--- src/rtl/dft_frame_sequencer.sv ---
`default_nettype none
// dft_frame_sequencer: buffers one PTS-point frame, bursts it gap-free into the DFT core,
// and frames/validates the core's result stream.  Rev 1.0
module dft_frame_sequencer #(
  parameter int N         = 18,
  parameter int SIZE_CODE = 4,
  parameter int PTS       = 60
) (
  input  logic         CLK,
  input  logic         SCLR,
  input  logic         s_valid,
  output logic         s_ready,
  input  logic [N-1:0] s_re,
  input  logic [N-1:0] s_im,
  input  logic         fwd_inv,
  output logic         dft_sclr,
  output logic [N-1:0] dft_xn_re,
  output logic [N-1:0] dft_xn_im,
  output logic         dft_fd_in,
  output logic         dft_fwd_inv,
  output logic [5:0]   dft_size,
  input  logic         dft_rffd,
  input  logic [N-1:0] dft_xk_re,
  input  logic [N-1:0] dft_xk_im,
  input  logic [3:0]   dft_blk_exp,
  input  logic         dft_fd_out,
  input  logic         dft_data_valid,
  output logic         m_valid,
  output logic [N-1:0] m_re,
  output logic [N-1:0] m_im,
  output logic         m_first,
  output logic         m_last,
  output logic [3:0]   m_blk_exp,
  output logic [15:0]  frames_done,
  output logic         err
);

  localparam int CW = $clog2(PTS + 1);
  localparam int AW = (PTS > 1) ? $clog2(PTS) : 1;
  localparam logic [CW-1:0] LAST_IDX = CW'(PTS - 1);
  localparam logic [CW-1:0] PTS_CNT  = CW'(PTS);
  localparam logic [CW-1:0] ONE_CNT  = CW'(1);

  typedef enum logic [1:0] {
    S_FILL  = 2'd0,
    S_ARM   = 2'd1,
    S_BURST = 2'd2
  } state_t;

  state_t         state_q, state_d;
  logic [CW-1:0]  wr_cnt_q, wr_cnt_d;
  logic [CW-1:0]  rd_cnt_q, rd_cnt_d;
  logic           frame_dir_q, frame_dir_d;
  logic [N-1:0]   xn_re_q, xn_re_d;
  logic [N-1:0]   xn_im_q, xn_im_d;
  logic           fd_in_q, fd_in_d;
  logic           fwd_inv_q, fwd_inv_d;
  logic           accept;
  logic [AW-1:0]  rd_addr;
  logic [2*N-1:0] mem [PTS];
  logic [2*N-1:0] rd_data_q;

  logic           m_valid_q, m_valid_d;
  logic [N-1:0]   m_re_q, m_re_d;
  logic [N-1:0]   m_im_q, m_im_d;
  logic           m_first_q, m_first_d;
  logic           m_last_q, m_last_d;
  logic [3:0]     m_blk_exp_q, m_blk_exp_d;
  logic [CW-1:0]  out_cnt_q, out_cnt_d;
  logic [15:0]    frames_done_q, frames_done_d;
  logic           err_q, err_d;

  // rd_cnt runs one ahead of the burst beat because the RAM read is registered.
  always_comb begin
    state_d     = state_q;
    wr_cnt_d    = wr_cnt_q;
    rd_cnt_d    = rd_cnt_q;
    frame_dir_d = frame_dir_q;
    s_ready     = 1'b0;
    accept      = 1'b0;
    case (state_q)
      S_FILL: begin
        s_ready = ~SCLR;
        accept  = s_valid & ~SCLR;
        if (accept) begin
          if (wr_cnt_q == '0) frame_dir_d = fwd_inv;
          if (wr_cnt_q == LAST_IDX) begin
            wr_cnt_d = '0;
            state_d  = S_ARM;
          end else begin
            wr_cnt_d = wr_cnt_q + 1'b1;
          end
        end
      end
      S_ARM: begin
        rd_cnt_d = '0;
        if (dft_rffd) begin
          state_d  = S_BURST;
          rd_cnt_d = ONE_CNT;
        end
      end
      S_BURST: begin
        if (rd_cnt_q == PTS_CNT) begin
          state_d  = S_FILL;
          rd_cnt_d = '0;
        end else begin
          rd_cnt_d = rd_cnt_q + 1'b1;
        end
      end
      default: state_d = S_FILL;
    endcase
  end

  always_comb begin
    rd_addr   = (rd_cnt_q < PTS_CNT) ? rd_cnt_q[AW-1:0] : '0;
    xn_re_d   = '0;
    xn_im_d   = '0;
    fd_in_d   = 1'b0;
    fwd_inv_d = 1'b0;
    if (state_q == S_BURST) begin
      xn_re_d   = rd_data_q[2*N-1:N];
      xn_im_d   = rd_data_q[N-1:0];
      fd_in_d   = (rd_cnt_q == ONE_CNT);
      fwd_inv_d = frame_dir_q;
    end
  end

  always_ff @(posedge CLK) begin
    if (accept) mem[wr_cnt_q[AW-1:0]] <= {s_re, s_im};
    rd_data_q <= mem[rd_addr];
  end

  // out_cnt == 0 means "between frames"; the last beat returns it there.
  always_comb begin
    m_valid_d     = dft_data_valid;
    m_re_d        = dft_xk_re;
    m_im_d        = dft_xk_im;
    m_first_d     = 1'b0;
    m_last_d      = 1'b0;
    m_blk_exp_d   = m_blk_exp_q;
    out_cnt_d     = out_cnt_q;
    frames_done_d = frames_done_q;
    err_d         = err_q;
    if (dft_data_valid) begin
      if (dft_fd_out) begin
        m_first_d   = 1'b1;
        m_blk_exp_d = dft_blk_exp;
        out_cnt_d   = ONE_CNT;
        if (out_cnt_q != '0) err_d = 1'b1;
      end else if (out_cnt_q == '0) begin
        err_d = 1'b1;
      end else if (out_cnt_q == LAST_IDX) begin
        m_last_d      = 1'b1;
        out_cnt_d     = '0;
        frames_done_d = frames_done_q + 16'd1;
      end else begin
        out_cnt_d = out_cnt_q + 1'b1;
      end
    end
  end

  always_ff @(posedge CLK) begin
    if (SCLR) begin
      state_q       <= S_FILL;
      wr_cnt_q      <= '0;
      rd_cnt_q      <= '0;
      frame_dir_q   <= 1'b0;
      xn_re_q       <= '0;
      xn_im_q       <= '0;
      fd_in_q       <= 1'b0;
      fwd_inv_q     <= 1'b0;
      m_valid_q     <= 1'b0;
      m_re_q        <= '0;
      m_im_q        <= '0;
      m_first_q     <= 1'b0;
      m_last_q      <= 1'b0;
      m_blk_exp_q   <= '0;
      out_cnt_q     <= '0;
      frames_done_q <= '0;
      err_q         <= 1'b0;
    end else begin
      state_q       <= state_d;
      wr_cnt_q      <= wr_cnt_d;
      rd_cnt_q      <= rd_cnt_d;
      frame_dir_q   <= frame_dir_d;
      xn_re_q       <= xn_re_d;
      xn_im_q       <= xn_im_d;
      fd_in_q       <= fd_in_d;
      fwd_inv_q     <= fwd_inv_d;
      m_valid_q     <= m_valid_d;
      m_re_q        <= m_re_d;
      m_im_q        <= m_im_d;
      m_first_q     <= m_first_d;
      m_last_q      <= m_last_d;
      m_blk_exp_q   <= m_blk_exp_d;
      out_cnt_q     <= out_cnt_d;
      frames_done_q <= frames_done_d;
      err_q         <= err_d;
    end
  end

  assign dft_sclr    = SCLR;
  assign dft_size    = 6'(SIZE_CODE);
  assign dft_xn_re   = xn_re_q;
  assign dft_xn_im   = xn_im_q;
  assign dft_fd_in   = fd_in_q;
  assign dft_fwd_inv = fwd_inv_q;
  assign m_valid     = m_valid_q;
  assign m_re        = m_re_q;
  assign m_im        = m_im_q;
  assign m_first     = m_first_q;
  assign m_last      = m_last_q;
  assign m_blk_exp   = m_blk_exp_q;
  assign frames_done = frames_done_q;
  assign err         = err_q;

endmodule
`default_nettype wire

--- config.mk ---
export PLATFORM = sky130hd
export DESIGN_NAME = dft_frame_sequencer
export DESIGN_NICKNAME = d
export VERILOG_FILES = /design/src/rtl/dft_frame_sequencer.sv
export SDC_FILE = /design/constraint.sdc
export NUM_CORES = 2
export LEC_CHECK = 0
export CORE_ASPECT_RATIO = 1.4
export CORE_MARGIN = 3
export CORE_UTILIZATION = 25
export CTS_CLUSTER_SIZE = 12
export DETAILED_ROUTE_END_ITERATION = 16
export PLACE_DENSITY_LB_ADDON = 0.05
export SLEW_MARGIN = 10
export SYNTH_ARGS = -nofsm -noshare
export SYNTH_HDL_FRONTEND = slang
export SYNTH_SLANG_ARGS = --single-unit
--- constraint.sdc ---
create_clock -name CLK -period 6.35 [get_ports CLK]
set_clock_uncertainty 0.15 [all_clocks]
set_input_delay 1.27 -clock CLK [delete_from_list [all_inputs] [get_ports CLK]]
set_output_delay 1.27 -clock CLK [all_outputs]
set_load 0.02 [all_outputs]
-- Word-level counts from Yosys, hierarchy flattened
Memory sizes are Yosys's and may differ from the RTL's. A register that Yosys moved wholly into a read port is not among the register bits.
Index checks and enable logic that the tools add are counted.
Widths: inputs -> output; s select.
- register bits: 119
- bits in writable memories: 2160
- bits of input ports: 83
- output and inout port bits: 106
- word-level logic and storage cells: 79
- memories: 1
- $add $sub $neg: 4
- $lt $le $gt $ge: 1
- equality and inequality tests: 12
- multiplexer cells: 22
- bitwise gates (word level): 6
- reduce and logical (&&, ||, !) cells: 16
- memory list (name ; words ; bits a word ; rd ports ; clocked after memory_dff ; write ports ; line ; text):
    mem ; 60 ; 36 ; 1 ; 1 ; 1 ; 60 ; logic [2*N-1:0] mem [PTS];
- operators by type and width (cell ; number):
    $mux 6 ; 6
    $add 6x1->6 const B ; 3
    $eq 6x6->1 const B ; 3
    $add 16x1->16 const B ; 1
    $logic_not 6->1 ; 2
    $pmux 6 s2 ; 1
    $mux 1 ; 10
    $ne 2x2->1 const B ; 5
    $mux 2 ; 4
    $reduce_and 4->1 ; 2
    $eq 6x1->1 const B ; 1
    $lt 6x6->1 const B ; 1
    $pmux 2 s3 ; 1
    $reduce_and 2->1 ; 3
    $reduce_and 3->1 ; 2
    $reduce_bool 6->1 ; 1
    $not 1->1 ; 5
    $reduce_bool 2->1 ; 2
    $reduce_or 2->1 ; 2
    $reduce_or 4->1 ; 1
    $eq 2x1->1 const B ; 1
    $eq 2x2->1 const B ; 1
    $logic_not 2->1 ; 1
    $ne 2x1->1 const B ; 1
    $and 1x1->1 ; 1

-- Depth between registers and ports, before layout
- depth after elaboration: 5
- depth in mapped cells: 11
- depth with buffers taken out: 10

-- Worst setup path after synthesis
Ideal clock, no wire load.
- path kind: input to register
- start: input SCLR
- end: memory mem[55][0] (netlist name), enable pin
- library setup time: 0.429 ns
- data arrival time: 3.832 ns
- required time: 5.771 ns
- slack: 1.938 ns
- stages on the path: 5
- path buffers: 0
- cells stage by stage: nor2b_1 -> nand2_1 -> nor2_1 -> nand3_1 -> nor2_1
- cells in the longest elaborated chain, start to end: 5
- ends and longest elaborated chain (what ; line ; text):
    start, declared ; 10 ; input logic SCLR,
    $not 1->1 ; 84 ; accept = s_valid & ~SCLR;
    $and 1x1->1 ; 84 ;
    $mux 1 ; 81 ; case (state_q)
    $mux 1 ; 129 ; if (accept) mem[wr_cnt_q[AW-1:0]] <= {s_re, s_im};
    $mux 1 (implied by the code) ; 129 ;
    end, declared ; 60 ;
Every way passes these cells.

-- Final worst setup path
- start: register rd_cnt_q[5]
- end: register rd_data_q[26], read port of mem
- cells in the longest elaborated chain, start to end: 2
- ends and longest elaborated chain (what ; line ; text):
    start, declared ; 52 ; logic [CW-1:0] rd_cnt_q, rd_cnt_d;
    start signal, assigned ; 184 ; rd_cnt_q <= rd_cnt_d;
    $lt 6x6->1 ; 115 ; rd_addr = (rd_cnt_q < PTS_CNT) ? rd_cnt_q[AW-1:0] : '0;
    $mux 6 * ; 115 ;
    end, declared ; 61 ; logic [2*N-1:0] rd_data_q;
Mark *: on every way between the ends. The rest lies on a longest branch, timed or not.
A chain may end at the register's enable or synchronous reset.

==> metrics <==
outcome completed; register area 0.06798 sq mm; Core ar. 0.3555 sq mm; Slew headroom 0.1762; # fillers roughly 35,000; worst hold stages 1; drt pass-1 iters 5; most common cell in the netlist edfxtp_1; worst skew pair latency 880 ps; Die Area around 0.36 sq mm; vias approximately 53,000; Final Cycle Share 0.7461; final hold vios 0; setup bufs post-CTS 0; # IOs 189; CTS root buf clkbuf_16; GRT Total Usage 0.1849; DRC errors left 0; PortBufs 182; share of flip-flops with an asynchronous set or reset 0; global-route wire length before repair about 470,000 um; Syn Inst Count 5,780; CTS tree done; share of the synthesized area in the top cell type 0.7262; Worst-path clk slew 60 ps; worst flop-to-flop path startpoint rd_cnt_q[5]$_SDFFE_PP0P_; PD cells 302.7 mW/mm^2; Worst R2R Path Depth 7; htree depth 5; final instance area 0.1064 sq mm; Worst EP required 6910 ps; DP HPWL 210,100 um; worst-path fanout max 128; DIE HEIGHT 713.3 um; critical path endpoint category flip-flop; antenna violations before repair 24; die width 511.2 um; Pwr Total 0.03220 W; Max clock buf depth 4; Top FF cell, synth edfxtp_1; Slew Limit Fails 0; P_leak 33.54 nW; row cnt 259; Hold Path Sink dft_xn_im[2]$_SDFF_PP0_; final setup TNS 0 ps; critical path launch point type flip-flop; Multi-input gate area between 0.02 and 0.025 sq mm; Post-synth EDFFs 2,160; Least-Margin Pin Slew about 1200 ps; CTS Buf Count 270; post_cts resized 0; Crit Path Category flip-flop to flip-flop; placed cell areas 0.09815 sq mm; Final min period 4738 ps; R2R setup slack 1610 ps; hold path startpoint rd_data_q[2]$_DFF_P_; Fmax achieved 211.1 MHz; Via density 4.808; Routed WL roughly 350,000 um; Ys Warns 0; Congestion Overflow GR 0; Synth Register Bits 2,315; post-synth design cell area about 0.09 sq mm; Critical Path AT 5290 ps; Final #Nets 6,191; largest area contributor in the netlist edfxtp_1; vias in the first global route 54,230; commonest cells in the netlist 2,160 x edfxtp_1, 876 x nand2_1, 265 x mux2i_1; Antenna Nets Post-Route 0; unrepaired setup endpoints after global routing no; CTS Sinks 2,315; max-cap viol count 0; register area share after synthesis 0.7609; Area growth, synth to finish 19.10%; hold_buf cts 0; Starting Density 0.2513; WHS 303.0 ps; R2R Path End rd_data_q[26]$_DFF_P_; layout cells sized above 1 0.1471; Worst Hold Class flip-flop to flip-flop; final setup fails 0; Post-Syn Area per Cell between 15 and 20 sq um; largest net degree at the start of global routing 129; Placer Congestion 0.7918; starting DRC count in detailed routing about 4,200; Peak VDD IR 201.0 uV; Synth cell types 65; top cells by area, synth edfxtp_1 73%, nand2_1 3.7%, dfxtp_1 3.5%, mux2i_1 3.0%, mux2_2 1.8%; WL/cell 31.43 um
[power breakdown]
group	switching (W)	internal [W]	total, W
sequential	0.0000297	0.0167	0.0167
combinational	0.000466	0.000105	0.000571
clock	0.00639	0.00850	0.0149
total	0.00689	0.0253	0.0322
[registers in the layout (all words and copies together), names as in the netlist, 2 cells and up]
signal	flops
mem	2160
rd_data_q	36
dft_xn_im	18
dft_xn_re	18
m_im	18
m_re	18
frames_done	16
out_cnt_q	6
rd_cnt_q	6
wr_cnt_q	6
m_blk_exp	4
state_q	2
[cell usage in the layout (no fill, tap or decap), types with 139 or more instances in the layout]
| cell type | n |
|---|---|
| a32oi_1 | 139 |
| nand3_1 | 154 |
| nand2_1 | 871 |
| clkbuf_16 | 280 |
| edfxtp_1 | 2160 |
| buf_4 | 251 |
| mux2i_1 | 265 |
| dfxtp_1 | 151 |
| a221oi_1 | 141 |
| mux2_2 | 143 |
| a31oi_1 | 162 |
| clkdlybuf4s50_1 | 145 |
| a21oi_1 | 167 |
[critical path: stages, from the launching register on]
cell     delay (ps)
dfxtp_1         880
nand4_4         660
nand2_8         560
buf_12          480
mux2i_1         270
a32oi_1          70
a32oi_1         950
o22ai_1         180
[cell type report]
type                            instances  area share
Clock inverter                        104    0.006233
Tap cell                             4698     0.05525
Antenna cell                           18   0.0004234
Inverter                               20   0.0007057
Clock buffer                          371     0.07077
Sequential cell                      2315      0.6390
Multi-Input combinational cell       3027      0.1895
Timing Repair Buffer                  460     0.03818
[worst max path at each step]
| stage | end | cells after the start | slack, ps | start |
|---|---|---|---|---|
| 2_1_floorplan | mem[55][0]$_DFFE_PP_ | 5 | 1940 | SCLR |
| 3_3_place_gp | mem[47][12]$_DFFE_PP_ | 6 | 650 | s_valid |
| 3_5_place_dp | mem[26][4]$_DFFE_PP_ | 6 | 1290 | s_valid |
| 4_1_cts | rd_data_q[7]$_DFF_P_ | 6 | 1490 | rd_cnt_q[5]$_SDFFE_PP0P_ |
| 5_1_grt | rd_data_q[7]$_DFF_P_ | 8 | 1580 | rd_cnt_q[5]$_SDFFE_PP0P_ |
| 6_report | rd_data_q[26]$_DFF_P_ | 7 | 1610 | rd_cnt_q[5]$_SDFFE_PP0P_ |
[metrics by stage]
stage,worst slack (ps),std cells,utilization
final,1612,11010,0.2993
after global routing,1575,11000,0.2992
after CTS,1485,11000,0.2991
after detailed placement,1287,10520,0.2761
after global placement,654.1,10520,0.2758
after floorplan,1938,5784,-
[kinds of logic after synthesis]
group,Yosys count,share of synthesized area
AO/OA/AOI/OAI,1164,0.09570
adder cells (fa/ha/maj),14,0.001961
multiplexers,409,0.04798
AND/OR/NAND/NOR,1415,0.06997
flip-flops,2315,0.7609
other,2,0.00008408
buffers and inverters,442,0.02156
XOR/XNOR,19,0.001863
[metal layers]
metal / routed length, um / share of wire / track usage / vias to the layer above
met5: 0 / 0 / 0 / -
met4: 9512 / 0.027 / 0.05119 / 0
met3: 12170 / 0.035 / 0.01961 / 369
met2: 177100 / 0.51 / 0.3308 / 1291
met1: 147400 / 0.43 / 0.2361 / 27960
li1: - / - / - / 23320
Note: power is estimated with default switching activity, not from simulation.
